## src/rtl/traffic_pkg.sv

```systemverilog
// Shared lamp codes and phase encodings for the traffic phase scheduler.
package traffic_pkg;

    localparam logic [2:0] LAMP_RED    = 3'b100;
    localparam logic [2:0] LAMP_YELLOW = 3'b010;
    localparam logic [2:0] LAMP_GREEN  = 3'b001;

    typedef enum logic [1:0] {
        PH_ALL_RED = 2'b00,
        PH_GREEN   = 2'b01,
        PH_YELLOW  = 2'b10
    } phase_e;

endpackage

```

## src/rtl/tl_rr_pick.sv

```systemverilog
// Combinational round-robin picker: first set bit of pend at or after start (mod N).
module tl_rr_pick #(
    parameter int N  = 4,
    parameter int IW = 2
) (
    input  logic [N-1:0]  pend,
    input  logic [IW-1:0] start,
    output logic          found,
    output logic [IW-1:0] win
);

    int best;

    // Smallest rotated distance from start wins.
    always_comb begin
        best  = N;
        found = 1'b0;
        win   = '0;
        for (int j = 0; j < N; j++) begin
            if (pend[j] && ((j - int'(start) + N) % N) < best) begin
                best  = (j - int'(start) + N) % N;
                win   = IW'(j);
                found = 1'b1;
            end
        end
    end

endmodule

```

## src/rtl/traffic_phase_scheduler.sv

```systemverilog
// Round-robin green-time sequencer for N_APP approaches, timed in external ticks.
// Optional emergency preemption ports and behaviour are enabled by TRAFFIC_PREEMPT_EN.
module traffic_phase_scheduler
    import traffic_pkg::*;
#(
    parameter int N_APP     = 4,
    parameter int GREEN_MIN = 4,
    parameter int GREEN_MAX = 8,
    parameter int YELLOW_T  = 2,
    parameter int ALLRED_T  = 1,
    parameter int CNT_W     = 5,
    localparam int ID_W     = (N_APP > 2) ? $clog2(N_APP) : 1
) (
    input  logic                 clk,
    input  logic                 rst,
    input  logic                 tick,
    input  logic [N_APP-1:0]     req,
`ifdef TRAFFIC_PREEMPT_EN
    input  logic                 preempt,
    input  logic [ID_W-1:0]      preempt_id,
`endif
    output logic [3*N_APP-1:0]   lamps,
    output logic [ID_W-1:0]      active_id,
    output logic [1:0]           phase,
    output logic [N_APP-1:0]     pending
);

    localparam logic [CNT_W-1:0] YEL_LAST = CNT_W'(YELLOW_T - 1);
    localparam logic [CNT_W-1:0] AR_LAST  = CNT_W'(ALLRED_T - 1);
    localparam logic [CNT_W-1:0] G_MAX    = CNT_W'(GREEN_MAX);
    localparam logic [CNT_W:0]   G_MIN    = (CNT_W+1)'(GREEN_MIN);

    phase_e                   phase_q, phase_d;
    logic [CNT_W-1:0]         count_q, count_d;
    logic [CNT_W:0]           cnt_inc;
    logic [ID_W-1:0]          active_q, active_d, start_idx, rr_win, win;
    logic [N_APP-1:0]         pending_q, pending_d, act_oh;
    logic [N_APP-1:0][2:0]    lamps_q, lamps_d;
    logic                     rr_found, others, pre_cut, pre_hold;

    assign cnt_inc   = {1'b0, count_q} + (CNT_W+1)'(1);
    assign act_oh    = N_APP'(1) << active_q;
    assign others    = |(pending_q & ~act_oh);
    assign start_idx = (active_q == ID_W'(N_APP - 1)) ? '0 : active_q + 1'b1;

    tl_rr_pick #(.N(N_APP), .IW(ID_W)) u_pick (
        .pend  (pending_q),
        .start (start_idx),
        .found (rr_found),
        .win   (rr_win)
    );

`ifdef TRAFFIC_PREEMPT_EN
    assign pre_cut  = preempt && (active_q != preempt_id);
    assign pre_hold = preempt && (active_q == preempt_id);
    assign win      = preempt ? preempt_id : (rr_found ? rr_win : '0);
`else
    assign pre_cut  = 1'b0;
    assign pre_hold = 1'b0;
    assign win      = rr_found ? rr_win : '0;
`endif

    always_comb begin
        phase_d   = phase_q;
        count_d   = count_q;
        active_d  = active_q;
        // The approach currently green does not re-request itself.
        pending_d = pending_q | (req & ~((phase_q == PH_GREEN) ? act_oh : '0));
        case (phase_q)
            PH_ALL_RED: if (tick) begin
                if (count_q == AR_LAST) begin
                    phase_d   = PH_GREEN;
                    count_d   = '0;
                    active_d  = win;
                    pending_d = pending_d & ~(N_APP'(1) << win);
                end else begin
                    count_d = cnt_inc[CNT_W-1:0];
                end
            end
            PH_GREEN: begin
                if (pre_cut) begin
                    phase_d = PH_YELLOW;
                    count_d = '0;
                end else if (tick) begin
                    // GREEN_MAX >= GREEN_MIN, so the min test also covers the max cut-off.
                    if (!pre_hold && others && cnt_inc >= G_MIN) begin
                        phase_d = PH_YELLOW;
                        count_d = '0;
                    end else if (count_q < G_MAX) begin
                        count_d = cnt_inc[CNT_W-1:0];
                    end
                end
            end
            PH_YELLOW: if (tick) begin
                if (count_q == YEL_LAST) begin
                    phase_d = PH_ALL_RED;
                    count_d = '0;
                end else begin
                    count_d = cnt_inc[CNT_W-1:0];
                end
            end
            default: begin
                phase_d = PH_ALL_RED;
                count_d = '0;
            end
        endcase
    end

    always_comb begin
        for (int i = 0; i < N_APP; i++) begin
            lamps_d[i] = LAMP_RED;
            if (active_d == ID_W'(i) && phase_d == PH_GREEN)  lamps_d[i] = LAMP_GREEN;
            if (active_d == ID_W'(i) && phase_d == PH_YELLOW) lamps_d[i] = LAMP_YELLOW;
        end
    end

    always_ff @(posedge clk or posedge rst) begin
        if (rst) begin
            phase_q   <= PH_ALL_RED;
            count_q   <= '0;
            active_q  <= '0;
            pending_q <= '0;
            lamps_q   <= {N_APP{LAMP_RED}};
        end else begin
            phase_q   <= phase_d;
            count_q   <= count_d;
            active_q  <= active_d;
            pending_q <= pending_d;
            lamps_q   <= lamps_d;
        end
    end

    assign lamps     = lamps_q;
    assign active_id = active_q;
    assign phase     = phase_q;
    assign pending   = pending_q;

endmodule
```

## config.mk

```make
export PLATFORM = sky130hd
export DESIGN_NAME = traffic_phase_scheduler
export DESIGN_NICKNAME = d
export VERILOG_FILES = /design/src/rtl/traffic_pkg.sv /design/src/rtl/tl_rr_pick.sv /design/src/rtl/traffic_phase_scheduler.sv
export SDC_FILE = /design/constraint.sdc
export NUM_CORES = 1
export LEC_CHECK = 0
export ABC_AREA = 1
export BUFFER_PORTS_ARGS = -buffer_cell sky130_fd_sc_hd__buf_4
export CAP_MARGIN = 20
export CORE_UTILIZATION = 50
export DETAILED_ROUTE_END_ITERATION = 6
export PLACE_DENSITY = 0.75
export SYNTH_ARGS = -nofsm -noshare
export SYNTH_HDL_FRONTEND = slang
export SYNTH_HIERARCHICAL = 1
export SYNTH_SLANG_ARGS = --single-unit
export TNS_END_PERCENT = 10
```

## constraint.sdc

```tcl
create_clock -name clk -period 2.89 [get_ports clk]
set_input_delay 0 -clock clk [delete_from_list [all_inputs] [get_ports clk]]
set_output_delay 0 -clock clk [all_outputs]
set_load 0.1 [all_outputs]
```

==> After elaboration in Yosys (flattened, before gate mapping) <==
Cells that the tools add are included.
{ "classes": {"addsub": 10, "n_lt_le_gt_ge": 6, "n_eq_ne": 13, "shifts": 2, "muxes": 42, "bitwise": 11, "reduce_logical": 22} }
{ "ops": {"columns": ["op", "count"], "rows": [
  ["32-bit by 4-bit adder with 32-bit output, second input constant", 3],
  ["3-bit by 32-bit less-than comparator with 1-bit output", 3],
  ["32-bit two-way mux", 3],
  ["5-bit two-way mux", 7],
  ["2-bit two-way mux", 13],
  ["3-bit two-way mux", 8],
  ["4-bit two-way mux", 4],
  ["5-bit one-hot mux with 3 select lines", 1],
  ["1-bit logical AND", 13],
  ["4-bit bitwise AND", 3],
  ["4-bit NOT", 3],
  ["2-bit equality test, second input constant", 5],
  ["2-bit OR reduction", 4],
  ["1-bit by 2-bit left shift with 4-bit output, first input constant", 2],
  ["5-bit by 1-bit adder with 6-bit output, second input constant", 1],
  ["2-bit by 1-bit equality test with 1-bit output, second input constant", 3],
  ["6-bit by 3-bit greater-or-equal comparator with 1-bit output, second input constant", 1],
  ["2-bit inequality test, second input constant", 3],
  ["2-bit one-hot mux with 3 select lines", 1],
  ["1-bit by 2-bit subtractor with 3-bit output, first input constant", 2],
  ["2-bit by 2-bit subtractor with 3-bit output, first input constant", 2],
  ["3-bit by 4-bit adder with 5-bit output, second input constant", 1],
  ["5-bit by 1-bit equality test with 1-bit output, second input constant", 1],
  ["5-bit zero test", 1],
  ["10 further kinds", 18]
]} }
{ "word_totals": {"register_bits": 25, "in_bits": 7, "out_inout_bits": 20, "elab_cells": 114} }

==> Longest topological paths before layout <==
{ "depth": {"word_depth": 26, "depth_mapped": 27, "ltp_nobuf": 27} }

==> Cells and area by module <==
The synthesis kept the hierarchy.
{ "modules_own_cells": {"columns": ["module", "instances", "cells_each", "area_each_um2", "seq_area_each_um2"], "rows": [
  ["traffic_phase_scheduler", 1, 176, 1415.1, 630.6],
  ["tl_rr_pick", 1, 35, 192.7, 0.0]
]} }

==> Worst setup path before layout <==
No wires, ideal clock.
{ "synth_timing": {"kind": "flip-flop to flip-flop", "start": "reg active_q[0] (netlist: active_id[0])", "end": "reg lamps_q, in the netlist lamps[11]", "setup_time_ns": 0.082, "arrival_ns": 3.894, "required_ns": 2.808, "setup_slack_ns": -1.086, "path_stages_with_launch": 26, "path_buffers": 0, "period_less_slack_ns": 3.976, "path_cell_list": "dfrtp_1 inv_1 ha_1 o21ai_2 nand2_1 o21ai_1 o21ai_1 ha_1 inv_1 nor2_1 nand2_1 nand3_2 nand2_1 o21ai_0 ha_1 inv_1 nor2_4 nand2_1 nand3_2 nand2_1 nand2_1 nor2_4 inv_2 o21ai_2 nand2_2 o21bai_1"} }
{ "synth_rtl": {"columns": ["item", "line", "source"], "rows": [
  ["start, declared", "traffic_phase_scheduler.sv:36", "logic [ID_W-1:0] active_q, active_d, start_idx, rr_win, win;"],
  ["start signal, assigned", "traffic_phase_scheduler.sv:127", "active_q <= active_d;"],
  ["end signal, assigned", "traffic_phase_scheduler.sv:123", "lamps_q <= {N_APP{LAMP_RED}};"],
  ["end signal, assigned", "traffic_phase_scheduler.sv:129", "lamps_q <= lamps_d;"],
  ["end, declared", "traffic_phase_scheduler.sv:38", "logic [N_APP-1:0][2:0] lamps_q, lamps_d;"]
]} }

==> summary.md <==
| Metric | Value |
|---|---|
| Clock buffer depth | `2` |
| Routed Antenna Nets | `0` |
| Total gr overflow | `0` |
| Proportion of synthesized area in mux cells | `0%` |
| Worst min-delay path category | `in -> reg` |
| Worst endpoint required time | `3.15 ns` |
| GR peak layer | `met2` |
| Main combinational cell family by area after synthesis | `simple AND/OR/NAND/NOR gates` |
| Max incr delay on CP | `0.55 ns` |
| Critical-path maximum fanout | `4` |
| Initial antenna violation count | `0` |
| Hold WS | `-0.0125 ns` |
| Worst path most repeated cell | `nand2_2` |
| Buf/Inv on CP | `3` |
| M3 GR Usage | `under 10%` |
| Final Cell Area | `0.00212 mm2` |
| WL/cell | `12.1 um` |
| Starting Density | `52.7%` |
| Final Hold Viols | `1` |
| Core Region | `around 0.0031 mm2` |
| Simple-Gate Fraction of Synth Area | `32.1%` |
| Io pins | `27` |
| Area Growth Syn to Fin | `31.8%` |
| Drt total wl | `3670 um` |
| GR Util All Layers | `roughly a quarter` |
| Die Area | `0.00345 mm2` |
| Met1 GRT Util | `31.3%` |
| Slew @ Worst Pin | `just over 0.9 ns` |
| Core Rows | `20` |
| Xor/xnor share of the synthesized area | `between 1 and 1.5%` |
| Slowest CP cell | `dfrtp_4` |
| Setup TNS | `-4.21 ns` |
| Mapped Cells | `between 200 and 250` |
| Starting DRC count in detailed routing | `a little over 40` |
| Warnings, synthesis | `6` |
| Post-synthesis compound-gate area fraction | `a little over a tenth` |
| Post-synthesis adder-cell area fraction | `between 7 and 8%` |
| Commonest non-fill, non-tap cell in the layout | `buf_4` |
| CP Capture Type | `register` |
| Via count | `around 1500` |
| PortBufs | `26` |
| ANT cells | `0` |
| Yosys reg bits | `25` |
| Setup ws final | `-0.288 ns` |
| Worst setup path class | `reg -> reg` |
| Pin count of the biggest net entering global routing | `26` |
| Clock slew at reported path FFs | `~0.14 ns` |
| Final Setup Violations | `18` |
| CP top delay family | `simple AND/OR/NAND/NOR gates` |
| Post-layout min period | `3.18 ns` |
| Chip Width | `58.7 um` |
| Worst endpoint data arrival time | `3.44 ns` |
| Slew HR | `a little under two fifths` |
| Max-slew violation count | `0` |
| Post-placement setup slack | `-0.354 ns` |
| Sequential area share after synthesis | `just under 40%` |
| Fmax | `0.315 GHz` |
| Share of cells above drive strength 1 | `36.9%` |
| Placed Instance Area | `~0.002 mm2` |
| Cell Area, Synth | `between 0.0015 and 0.002 mm2` |
| Unrepaired setup endpoints after global routing | `true` |
| Die height | `between 50 and 60 um` |
| Syn nets | `227` |
| TritonCTS clock tree | `yes` |
| Layout Nets | `between 200 and 300` |
| # clock sinks | `25` |
| Status | `complete, but fails checks` |
| Clock Latency Late Sink | `0.31 ns` |
| Router iterations before antenna repair | `4` |
| Clock Tree Root | `clkbuf_4` |
| Most frequent cells in the layout | `buf_4 (44), nand2_1 (42), inv_1 (33)` |
| # DRC | `0` |
| DPL Wire Length | `roughly 2800 um` |
| Netlist cell types | `24` |
| Htree depth | `1` |
| Synth Area per Inst | `between 7 and 8 um2` |
| Vias per cell | `about 4.9` |
| Met2 Usage GRT | `39.7%` |
| Post-route clock skew | `~0.0045 ns` |
| Tcrit/Tclk final | `110%` |
| First-pass GRT wire length | `approximately 6200 um` |
| GPL Wtd Cong | `approximately 0.86` |
| Failing checks | `negative hold slack, negative setup slack` |
| Critical Path Source Type | `register` |
| Inserted Clock Buffers | `3` |
| Vias in the first global route | `between 1000 and 1500` |
| Max-cap violations | `0` |
## cell families (layout without fill, tap and decap cells)
kind of cell             after synthesis  after routing
flip-flops                            25             25
adder cells (fa/ha/maj)                9              9
AND/OR/NAND/NOR                      102            102
AO/OA/AOI/OAI                         30             30
XOR/XNOR                               2              2
buffers and inverters                 43             92
## Yosys cell counts
| master | instances | area, um2 |
|---|---|---|
| nand2_4 | 1 | 11.3 |
| a21oi_1 | 7 | 35.0 |
| inv_1 | 38 | 143 |
| nand4_1 | 3 | 18.8 |
| nand3_1 | 23 | 115 |
| o21ai_1 | 3 | 15.0 |
| nor2_1 | 10 | 37.5 |
| dfstp_2 | 4 | 105 |
| buf_2 | 1 | 5.00 |
| nor2_4 | 4 | 45.0 |
| o22ai_1 | 2 | 12.5 |
| o21ai_0 | 13 | 65.1 |
| ha_1 | 9 | 113 |
| nand2_1 | 48 | 180 |
| nand3_4 | 1 | 17.5 |
| nor2_2 | 2 | 12.5 |
| o21bai_1 | 2 | 15.0 |
| nand2_2 | 6 | 37.5 |
| nand3_2 | 3 | 30.0 |
| xnor2_1 | 2 | 17.5 |
| inv_2 | 4 | 15.0 |
| o21ai_2 | 3 | 26.3 |
| dfrtp_1 | 21 | 526 |
| nor3_2 | 1 | 10.0 |
## per-layer routing
layer,vias to the layer above,routed length [um],part of all wire [%]
met2,21,1840,50
met5,-,0,0
met1,693,1700,46
met3,4,99,2.7
met4,0,29,0.79
li1,766,-,-
## path summary, 6_finish.rpt
path	startpoint	end	slack, ns	depth (start not counted)
hold reg to reg	count_q[1]$_DFFE_PP0P_	count_q[1]$_DFFE_PP0P_	0.60	2
min in group asynchronous	rst	lamps[3]$_DFF_PP0_	0.45	3
hold / removal	req[0]	pending[0]$_DFF_PP0_	-0.01	5
setup reg to reg	active_id[0]$_DFF_PP0_	lamps[5]$_DFF_PP1_	-0.29	25
setup / recovery	active_id[0]$_DFF_PP0_	lamps[5]$_DFF_PP1_	-0.29	25
max in group asynchronous	rst	active_id[0]$_DFF_PP0_	1.77	3
## what timing repair did
action / CTS / global route
setup buffers: 3 / 0
endpoints found under the hold margin: 22 / 0
hold buffers: 2 / 0
gates resized for setup: 9 / 3
pin swaps: 8 / 1
cloned: 0 / 0
endpoints found under the setup margin: 18 / 18
## state kept, by name, summed over array words and instances (netlist names)
register	count
lamps	12
pending	4
phase	2
count_q	5
active_id	2
## cell type report
class,instances,area (um2)
well taps,44,55.1
repair buffers,46,350
fillers,274,933
clock buffers,3,22.5
clock inverters,1,5.00
inverters,42,160
flip-flops and latches,25,638
multi-input cells,143,888
## through the flow
step                std cells  hold slack (ns)  utilization (%)
finish                    304          -0.0125             69.4
global route              304           0.0214             69.4
CTS                       304          0.00160             69.1
detailed placement        295            0.266             65.9
global placement          295            0.258             65.9
floorplan                 211           0.0244                -
## tightest hold or removal path, cell delays in order
cell and delay [ns]:
buf_4 0.07, o21ai_0 0.06, inv_1 0.05, o21ai_1 0.05, inv_1 0.04
Power is left out: the tool's default activity adds up to more than one toggle a clock period on the data nets, which glitch-free logic cannot reach.
